--- src/rtl/approx_err_pkg.sv ---
// Shared types, default widths and saturating helpers for the approximate-adder error monitor.
// Optional signed-bias accumulation is enabled with APPROX_ERR_BIAS_EN.
package approx_err_pkg;

    localparam int DEF_N     = 16;
    localparam int DEF_CNT_W = 32;
    localparam int DEF_ACC_W = 48;

    typedef enum logic [1:0] {
        IDLE  = 2'd0,
        RUN   = 2'd1,
        DRAIN = 2'd2,
        DONE  = 2'd3
    } state_t;

    // Unsigned add clamped at 2^w-1; operands are zero-extended into 64 bits (w <= 64).
    function automatic logic [63:0] sat_add_u(input logic [63:0] acc,
                                              input logic [63:0] inc,
                                              input int          w);
        logic [64:0] sum;
        logic [64:0] lim;
        sum = {1'b0, acc} + {1'b0, inc};
        lim = (65'd1 << w) - 65'd1;
        return (sum > lim) ? lim[63:0] : sum[63:0];
    endfunction

    // Signed add clamped symmetrically at +/-(2^(w-1)-1); operands are sign-extended into 64 bits.
    function automatic logic [63:0] sat_add_s(input logic [63:0] acc,
                                              input logic [63:0] inc,
                                              input int          w);
        logic signed [64:0] sum;
        logic signed [64:0] lim;
        sum = $signed({acc[63], acc}) + $signed({inc[63], inc});
        lim = (65'sd1 <<< (w - 1)) - 65'sd1;
        if (sum > lim)
            sum = lim;
        else if (sum < -lim)
            sum = -lim;
        return sum[63:0];
    endfunction

endpackage

--- src/rtl/approx_err_dist.sv ---
// Combinational exact-sum, error-distance and error-flag unit for one sample.
// The signed difference output exists only when APPROX_ERR_BIAS_EN is defined.
module approx_err_dist #(
    parameter int N = 16
) (
    input  logic [N-1:0] a,
    input  logic [N-1:0] b,
    input  logic [N-1:0] s,
    output logic [N-1:0] ed,
    output logic         err
`ifdef APPROX_ERR_BIAS_EN
    ,
    output logic [N:0]   diff
`endif
);

    logic [N-1:0]      exact;
    logic signed [N:0] d;

    assign exact = a + b;
    // N+1-bit signed difference, so the magnitude never wraps and fits in N bits
    assign d     = $signed({1'b0, s}) - $signed({1'b0, exact});
    assign ed    = d[N] ? N'(-d) : N'(d);
    assign err   = (s != exact);

`ifdef APPROX_ERR_BIAS_EN
    assign diff = d;
`endif

endmodule

--- src/rtl/approx_adder_err_monitor.sv ---
// Streaming error-metric engine: FSM, 2-stage sample pipeline and saturating stat accumulators.
// Define APPROX_ERR_BIAS_EN to add the signed-error accumulator output sum_sed.
module approx_adder_err_monitor
    import approx_err_pkg::*;
#(
    parameter int N     = DEF_N,
    parameter int CNT_W = DEF_CNT_W,
    parameter int ACC_W = DEF_ACC_W
) (
    input  logic             clk,
    input  logic             rst_n,
    input  logic             start,
    input  logic [CNT_W-1:0] num_samples,
    input  logic             in_valid,
    output logic             in_ready,
    input  logic [N-1:0]     in_a,
    input  logic [N-1:0]     in_b,
    input  logic [N-1:0]     in_s,
    output logic             busy,
    output logic             done,
    output logic [CNT_W-1:0] sample_cnt,
    output logic [CNT_W-1:0] err_cnt,
    output logic [ACC_W-1:0] sum_ed,
    output logic [N-1:0]     max_ed
`ifdef APPROX_ERR_BIAS_EN
    ,
    output logic signed [ACC_W-1:0] sum_sed
`endif
);

    localparam int STAGES = 2;

    typedef struct packed {
        logic [N-1:0] ed;
        logic         err;
`ifdef APPROX_ERR_BIAS_EN
        logic [N:0]   diff;
`endif
    } s1_t;

    state_t           state, state_nxt;
    logic [CNT_W-1:0] num_lat, accepted;
    logic [STAGES:1]  vld_pipe;
    s1_t              s1_q;
    logic             xfer, start_ok;
    logic [N-1:0]     dist_ed;
    logic             dist_err;
`ifdef APPROX_ERR_BIAS_EN
    logic [N:0]       dist_diff;
`endif

    approx_err_dist #(.N(N)) u_dist (
        .a   (in_a),
        .b   (in_b),
        .s   (in_s),
        .ed  (dist_ed),
        .err (dist_err)
`ifdef APPROX_ERR_BIAS_EN
        ,
        .diff(dist_diff)
`endif
    );

    assign in_ready = (state == RUN) && (accepted < num_lat);
    assign xfer     = in_valid && in_ready;
    assign start_ok = start && ((state == IDLE) || (state == DONE));
    assign busy     = (state == RUN) || (state == DRAIN);
    assign done     = (state == DONE);

    always_comb begin
        state_nxt = state;
        case (state)
            IDLE, DONE: if (start) state_nxt = RUN;
            // leave RUN on the same edge that accepts the last sample
            RUN:        if (accepted + CNT_W'(xfer) == num_lat) state_nxt = DRAIN;
            DRAIN:      if (vld_pipe == '0) state_nxt = DONE;
            default:    state_nxt = IDLE;
        endcase
    end

    always_ff @(posedge clk or negedge rst_n) begin
        if (!rst_n) begin
            state    <= IDLE;
            num_lat  <= '0;
            accepted <= '0;
            vld_pipe <= '0;
            s1_q     <= '0;
        end else begin
            state    <= state_nxt;
            vld_pipe <= {vld_pipe[STAGES-1:1], xfer};
            if (start_ok) begin
                num_lat  <= num_samples;
                accepted <= '0;
            end else if (xfer) begin
                accepted <= accepted + CNT_W'(1);
            end
            if (xfer) begin
                s1_q.ed   <= dist_ed;
                s1_q.err  <= dist_err;
`ifdef APPROX_ERR_BIAS_EN
                s1_q.diff <= dist_diff;
`endif
            end
        end
    end

    always_ff @(posedge clk or negedge rst_n) begin
        if (!rst_n) begin
            sample_cnt <= '0;
            err_cnt    <= '0;
            sum_ed     <= '0;
            max_ed     <= '0;
`ifdef APPROX_ERR_BIAS_EN
            sum_sed    <= '0;
`endif
        end else if (start_ok) begin
            sample_cnt <= '0;
            err_cnt    <= '0;
            sum_ed     <= '0;
            max_ed     <= '0;
`ifdef APPROX_ERR_BIAS_EN
            sum_sed    <= '0;
`endif
        end else if (vld_pipe[1]) begin
            // counters are bounded by num_samples, so plain increments cannot wrap
            sample_cnt <= sample_cnt + CNT_W'(1);
            err_cnt    <= err_cnt + CNT_W'(s1_q.err);
            sum_ed     <= ACC_W'(sat_add_u(64'(sum_ed), 64'(s1_q.ed), ACC_W));
            if (s1_q.ed > max_ed)
                max_ed <= s1_q.ed;
`ifdef APPROX_ERR_BIAS_EN
            sum_sed    <= ACC_W'(sat_add_s(64'(sum_sed), 64'($signed(s1_q.diff)), ACC_W));
`endif
        end
    end

endmodule

--- config.mk ---
export PLATFORM = sky130hd
export DESIGN_NAME = approx_adder_err_monitor
export DESIGN_NICKNAME = d
export VERILOG_FILES = /design/src/rtl/approx_err_pkg.sv /design/src/rtl/approx_err_dist.sv /design/src/rtl/approx_adder_err_monitor.sv
export SDC_FILE = /design/constraint.sdc
export NUM_CORES = 1
export LEC_CHECK = 0
export BUFFER_PORTS_ARGS = -buffer_cell sky130_fd_sc_hd__buf_2
export CAP_MARGIN = 0
export CORE_UTILIZATION = 63
export DETAILED_ROUTE_END_ITERATION = 8
export PLACE_DENSITY = 0.87
export SYNTH_ARGS = -nofsm -noshare
export SYNTH_HDL_FRONTEND = slang
export SYNTH_SLANG_ARGS = --single-unit
--- constraint.sdc ---
create_clock -name clk -period 7.2 [get_ports clk]
set_input_delay 1.8 -clock clk [delete_from_list [all_inputs] [get_ports clk]]
set_output_delay 1.8 -clock clk [all_outputs]
set_load 0.1 [all_outputs]
==> results of run 1 <==
[worst max-delay path: cells and delay by family (launching register included)]
kind	cells	cell delay (ns)
mux	3	0.71
compound gates	8	2.01
buf+inv	1	0.44
flops	1	0.48
simple gates	3	0.97
fa+ha+maj	3	0.96
[flip-flops by register name, summed over array words and instances, names as in the netlist]
name	count
sum_ed	48
accepted	32
err_cnt	32
num_lat	32
sample_cnt	32
s1_q	17
max_ed	16
state	2
vld_pipe	2
[cell type report]
cell class / instances / area, µm²
antenna: 1 / 2.50
clock buffer: 30 / 684
inverter: 86 / 323
multi-input combinational: 1279 / 8490
clock inverter: 16 / 128
timing repair buffer: 223 / 1160
tap: 285 / 357
sequential: 213 / 5330
fill: 1682 / 6100
[report_power, final]
group / total, mW / switching, mW / internal, mW
Sequential: 1.68 / 0.250 / 1.43
Combinational: 3.02 / 2.07 / 0.952
Clock: 1.24 / 0.523 / 0.719
Total: 5.94 / 2.84 / 3.10
[stage by stage]
step | worst slack, ns | cells | total power, mW | hold WS, ns
after global routing | 1.14 | 2133 | 6.31 | 0.561
final | 1.52 | 2133 | 5.94 | 0.539
after floorplan | 1.71 | 1653 | 4.02 | 0.372
after detailed placement | 1.19 | 2086 | 4.65 | 0.521
after CTS | 1.63 | 2132 | 5.93 | 0.537
after global placement | 1.37 | 2086 | 4.56 | 0.508
[per-layer routing]
| metal | part of all wire | vias up | track usage |
|---|---|---|---|
| met5 | 0 | - | 0 |
| met4 | 0.039 | 0 | 0.135 |
| met3 | 0.057 | 119 | 0.0491 |
| met2 | 0.49 | 472 | 0.544 |
| met1 | 0.41 | 6252 | 0.392 |
| li1 | - | 6243 | - |
[cell usage in the layout (no fill, tap or decap), types with 67 or more instances in the layout]
cell / n
buf_2: 213
nand3_1: 67
nor2_1: 168
inv_1: 86
a21oi_1: 93
o21ai_0: 110
dfrtp_1: 212
ha_1: 105
nand2_1: 143
xnor2_1: 81
xor2_1: 88
[cell families (layout without fill, tap and decap cells)]
family / count (synthesis) / in the layout / share of synthesized area
AOI/OAI and AO/OA: 368 / 368 / 0.161
xor gates and xnor gates: 169 / 169 / 0.102
adders and majority gates: 108 / 108 / 0.0951
buffers and inverters: 161 / 355 / 0.0445
DFF: 213 / 213 / 0.369
muxes: 18 / 18 / 0.0131
other: 0 / 1 / 0
and+or+nand+nor: 616 / 616 / 0.215
[worst max path at each step]
stage | to | start | depth (start not counted)
global route | state[0] | accepted[25] | 18
finish | state[0] | accepted[25] | 18
CTS | state[0] | accepted[25] | 18
detailed placement | s1_q[15] | in_a[0] | 19
floorplan | s1_q[15] | in_a[0] | 18
global placement | s1_q[15] | in_a[0] | 19
==> impl_results.md, run 1 <==
- TritonRoute pass-1 iters: 6
- H-tree Lvls: 1
- Die area: 0.0235 mm²
- Post-Syn Area: 0.0144 mm²
- Placed cell areas: 0.0157 mm²
- Slowest library cell on the worst path: dfrtp_1
- Tcrit/Tclk final: 0.789
- Worst Hold Class: flip-flop to flip-flop
- Die Y: 153 µm
- Top post-synthesis cells by count: 213 x dfrtp_1, 169 x nor2_1, 143 x nand2_1
- Slew Viols, Final: 0
- Synth Net Count: 1845
- Gr ovfl total: 0
- Hold Startpoint: max_ed[8]
- Drt wl/cell: 17.3 µm
- Pin count of the biggest net entering global routing: 128
- Port Buffers: 214
- Die width: 153 µm
- Synth area leaders: dfrtp_1 37%, ha_1 9.1%, xor2_1 5.3%
- Layout cells sized above 1: 0.169
- Final instance area: 0.0165 mm²
- Post-route antenna net violation count: 0
- Achievable clock frequency: 0.176 GHz
- Rel. slew slack: 0.253
- Dominant synthesized flop cell: dfrtp_1
- Rows: 55
- Nets: 2020
- Skew-Pair Late Insertion Delay: 0.53 ns
- YS warnings: 0
- Seq cells post-synth: 213
- CP dominant cell by count: ha_1
- HPWL after DPL: 26400 µm
- Post-route minimum period: 5.68 ns
- Layout area overhead: 14.0%
- Post-CTS repair timing setup buffer count: 0
- Clk buf depth: 3
- # clock sinks: 213
- Critical Path Source Type: flip-flop
- Post-Route WL: 36900 µm
- Avg Cell Area, Syn: 8.74 µm²
- VDD IR max: 0.500 mV
- Power Dens Cells: 361 mW/mm²
- Leakage: 7.92 nW
- Total of max-cap violations: 0
- Crit-path max FO: 41
- Vias: 13100
- Most common cell in the netlist: dfrtp_1
- Critical R2R Capture: state[0]
- Dominant cell type by area after synthesis: dfrtp_1
- Number of library cell types mapped by synthesis: 79
- Clk slew on worst S/H paths: 0.06 ns
- Final hold viol count: 0
- Seq/Total Area, Yosys: 0.369
- FF-to-FF Start: accepted[25]
- CP arrival: 6.12 ns
- Io pins: 215
- Setup TNS: 0 ns
- GRT Util Overall: 0.315
- Yosys top cell area share: 0.369
- Worst hold path depth: 2
- Worst R2R Setup Slack: 1.52 ns
- EDFF count, synth: 0
- Syn Inst Count: 1653
- Initial core utilization: 0.640
- DRT iter0 DRCs: 953
- Worst-path cell chain: ha_1 > a21o_1 > a21o_1 > a2111oi_2 > o21ai_0 > nor4b_4 > buf_4 > ha_1 > ha_1 > nand3_1 > nor3_1 > mux2_2 > mux2i_1 > a22oi_1 > a211oi_1 > a31oi_1 > a211oi_2 > mux2i_1
- Critical path's largest stage delay: 0.48 ns
- # DRC: 0
- Worst-Margin Slew: 1.12 ns
- Number of CTS-inserted buffers: 25
- RSZ-0062 raised after global routing: false
- Root Buffer: clkbuf_16
- First-pass GRT wire length: 61100 µm
- Post-CTS Hold Fix Bufs: 0
- CP Capture Type: flip-flop
- Post-CTS sizing: 0
- Vias in the first global route: 12700
- CTS tree: built
- Layout Utilization: 0.730
- Placer's final routability congestion estimate: 0.916
- Initial antenna violation count: 1
- Setup CP Type: flip-flop to flip-flop
- Async set or reset register ratio after synthesis: 1.00
- Placeable Area: 0.0226 mm²
- Vias per cell: 6.14
- Worst EP required: 7.65 ns
- Status: complete, no violations
- Final setup vio count: 0
- Hold path endpoint: max_ed[8]
- Worst Reg-to-Reg Cells: 18
- Skew final: 0.0139 ns
Power figures use the tool's default switching activity.
==> inputs of run 2 (changes only) <==
--- a/config.mk
+++ b/config.mk
@@ -7,9 +7,9 @@
 export LEC_CHECK = 0
 export BUFFER_PORTS_ARGS = -buffer_cell sky130_fd_sc_hd__buf_2
 export CAP_MARGIN = 0
-export CORE_UTILIZATION = 63
+export CORE_UTILIZATION = 59
 export DETAILED_ROUTE_END_ITERATION = 8
-export PLACE_DENSITY = 0.87
+export PLACE_DENSITY = 0.82
 export SYNTH_ARGS = -nofsm -noshare
 export SYNTH_HDL_FRONTEND = slang
 export SYNTH_SLANG_ARGS = --single-unit
==> constraint.sdc (replaced) <==
create_clock -name clk -period 5.4 [get_ports clk]
set_input_delay 1.35 -clock clk [delete_from_list [all_inputs] [get_ports clk]]
set_output_delay 1.35 -clock clk [all_outputs]
set_load 0.1 [all_outputs]
==> run 2 against run 1 <==
Utilization decreased by 2.3 points. Worst setup slack got worse by 1.1 ns. Count of clock-buffer cells in the layout increased by 2. Clock skew decreased by 0.0012 ns. Register-to-register slack got worse by 1.1 ns. Non-clock buffer count increased by 25. Worst hold slack got worse by 0.013 ns. Sequential power increased by 35%. Critical path depth increased by 1. Power increased by 37%. Design area increased by 2.0%. Sequential share of layout area decreased by 0.63 points. Highest routed layer unchanged.
==> impl_results.md, run 2 (synthesis results as in run 1) <==
- Status: complete, no violations
- Tcrit/Tclk final: 0.925
- Clk slew on worst S/H paths: 0.06 ns (about the same)
- Layout area overhead: 16.3%
- Die area: 0.0251 mm² (+6.7%)
- Slew Viols, Final: 0 (unchanged)
- Gr ovfl total: 0 (unchanged)
- Crit-path max FO: 3 (-93%)
- Most frequent cells in the layout: 213 x buf_2, 212 x dfrtp_1, 168 x nor2_1, 143 x nand2_1, 110 x o21ai_0
- Nets: 2045 (+1.2%)
- Clk buf depth: 3 (unchanged)
- Io pins: 215 (unchanged)
- Worst Hold Class: flip-flop to flip-flop
- Post-CTS Hold Fix Bufs: 0 (unchanged)
- Post-CTS sizing: 0 (unchanged)
- Post-Route WL: 37200 µm (+0.79%)
- Rel. slew slack: 0.275 (+0.0216)
- CTS tree: built
- H-tree Lvls: 1 (unchanged)
- Total power: 8.17 mW (+37%)
- Hold Startpoint: max_ed[10]
- Post-CTS repair timing setup buffer count: 0 (unchanged)
- Area of the multi-input gates: 0.00849 mm² (unchanged)
- Hold path endpoint: max_ed[10]
- Number of CTS-inserted buffers: 25 (unchanged)
- # DRC: 0 (unchanged)
- Layout Utilization: 0.707 (-0.0226)
- VDD IR max: 0.600 mV (+20%)
- TritonRoute pass-1 iters: 5 (-1)
- CP arrival: 5.40 ns (-0.72 ns)
- Most flops, register: sum_ed
- Placer's final routability congestion estimate: 0.976 (+6.5%)
- Die Y: 158 µm (+3.3%)
- Vias: 13100 (+0.14%)
- Port Buffers: 214 (unchanged)
- GRT Util Overall: 0.297 (-0.0178)
- Max reg flops: 48 (unchanged)
- Final hold viol count: 0 (unchanged)
- Placeable Area: 0.0238 mm² (+5.2%)
- Initial antenna violation count: 1 (unchanged)
- Worst-Margin Slew: 1.09 ns (-0.0324 ns)
- Worst R2R Setup Slack: 0.41 ns (-1.11 ns)
- Vias per cell: 5.98 (-2.5%)
- Worst Reg-to-Reg Cells: 19 (+1)
- CP Capture Type: flip-flop
- Rows: 56 (+1.8%)
- Initial core utilization: 0.608 (-0.0318)
- Worst EP required: 5.80 ns (-1.85 ns)
- FF-to-FF Start: num_lat[9]
- Pin count of the biggest net entering global routing: 118 (-7.8%)
- Total of max-cap violations: 0 (unchanged)
- First-pass GRT wire length: 60200 µm (-1.5%)
- Post-route antenna net violation count: 0 (unchanged)
- Post-route minimum period: 5.00 ns
- Worst hold path depth: 2 (unchanged)
- Root Buffer: clkbuf_16
- Layout cells sized above 1: 0.178 (+0.00906)
- Critical Path Source Type: primary input
- Setup CP Type: primary input to flip-flop
- Skew final: 0.0127 ns (-0.00116 ns)
- Power Dens Cells: 486 mW/mm² (+35%)
- Drt wl/cell: 17.0 µm (-1.9%)
- Skew-Pair Late Insertion Delay: 0.52 ns (about the same)
- Commonest non-fill, non-tap cell in the layout: buf_2
- RSZ-0062 raised after global routing: false
- Leakage: 8.09 nW (+2.1%)
- DRT iter0 DRCs: 1015 (+6.5%)
- Achievable clock frequency: 0.200 GHz
- Critical R2R Capture: state[0]
- Vias in the first global route: 12500 (-1.8%)
- # clock sinks: 213 (unchanged)
- Register cell area after layout: 0.00533 mm² (unchanged)
- Die width: 158 µm (+3.3%)
- HPWL after DPL: 27000 µm (+2.2%)
- Final setup vio count: 0 (unchanged)
- Filler cells: 1834 (+9.0%)
==> run 2: worst max-delay path by stage <==
stage | startpoint | to | slack, ns
after floorplan | in_a[0] | s1_q[15] | 0.36
after global placement | in_a[0] | s1_q[15] | 0.12
after detailed placement | in_a[0] | s1_q[15] | -0.05
after CTS | num_lat[9] | state[0] | 0.45
after global routing | num_lat[15] | state[0] | 0.03
final | in_a[0] | s1_q[15] | 0.40
==> run 2: where the power goes <==
group          switching (mW)  total [mW]  internal [mW]
registers               0.357        2.26           1.91
logic                    2.75        4.04           1.29
clock network           0.687        1.86           1.18
total                    3.79        8.17           4.38
==> run 2: metal layers <==
| metal | GRT usage | wire, µm | up-vias |
|---|---|---|---|
| met5 | 0 | 0 | - |
| met3 | 0.0441 | 2050 | 95 |
| met2 | 0.510 | 18200 | 415 |
| met1 | 0.373 | 15400 | 6305 |
| met4 | 0.123 | 1480 | 0 |
| li1 | - | - | 6289 |
==> run 2: metrics by stage <==
stage | setup slack [ns] | cell area, µm² | setup TNS [ns] | hold WS (ns) | std cells
floorplan | 0.357 | 14400 | 0 | 0.372 | 1653
global placement | 0.120 | 15900 | 0 | 0.505 | 2145
detailed placement | -0.0466 | 15900 | -0.0466 | 0.515 | 2145
CTS | 0.448 | 16800 | 0 | 0.531 | 2190
global route | 0.0286 | 16800 | 0 | 0.565 | 2191
finish | 0.404 | 16800 | 0 | 0.526 | 2191
==> run 2: critical path, cell delays in order <==
cell and delay [ns]:
buf_2 0.10, ha_1 0.22, fa_1 0.41, a21o_1 0.17, a21oi_1 0.18, o21ba_2 0.16, o21ai_0 0.13, a21oi_1 0.20
xor2_1 0.17, ha_1 0.26, o21ai_0 0.32, a21boi_1 0.17, a311oi_1 0.29, o21ai_0 0.15, xor2_1 0.20, nor3b_1 0.35
a31oi_1 0.16, xnor2_1 0.15, mux2_2 0.26
==> run 2: cell type report <==
| type | instances | share of cell area |
|---|---|---|
| Sequential cell | 213 | 0.317 |
| Inverter | 86 | 0.0192 |
| Clock buffer | 32 | 0.0406 |
| Tap cell | 319 | 0.0238 |
| Timing Repair Buffer | 248 | 0.0803 |
| Antenna cell | 1 | 0.000149 |
| Clock inverter | 13 | 0.0133 |
| Multi-Input combinational cell | 1279 | 0.505 |
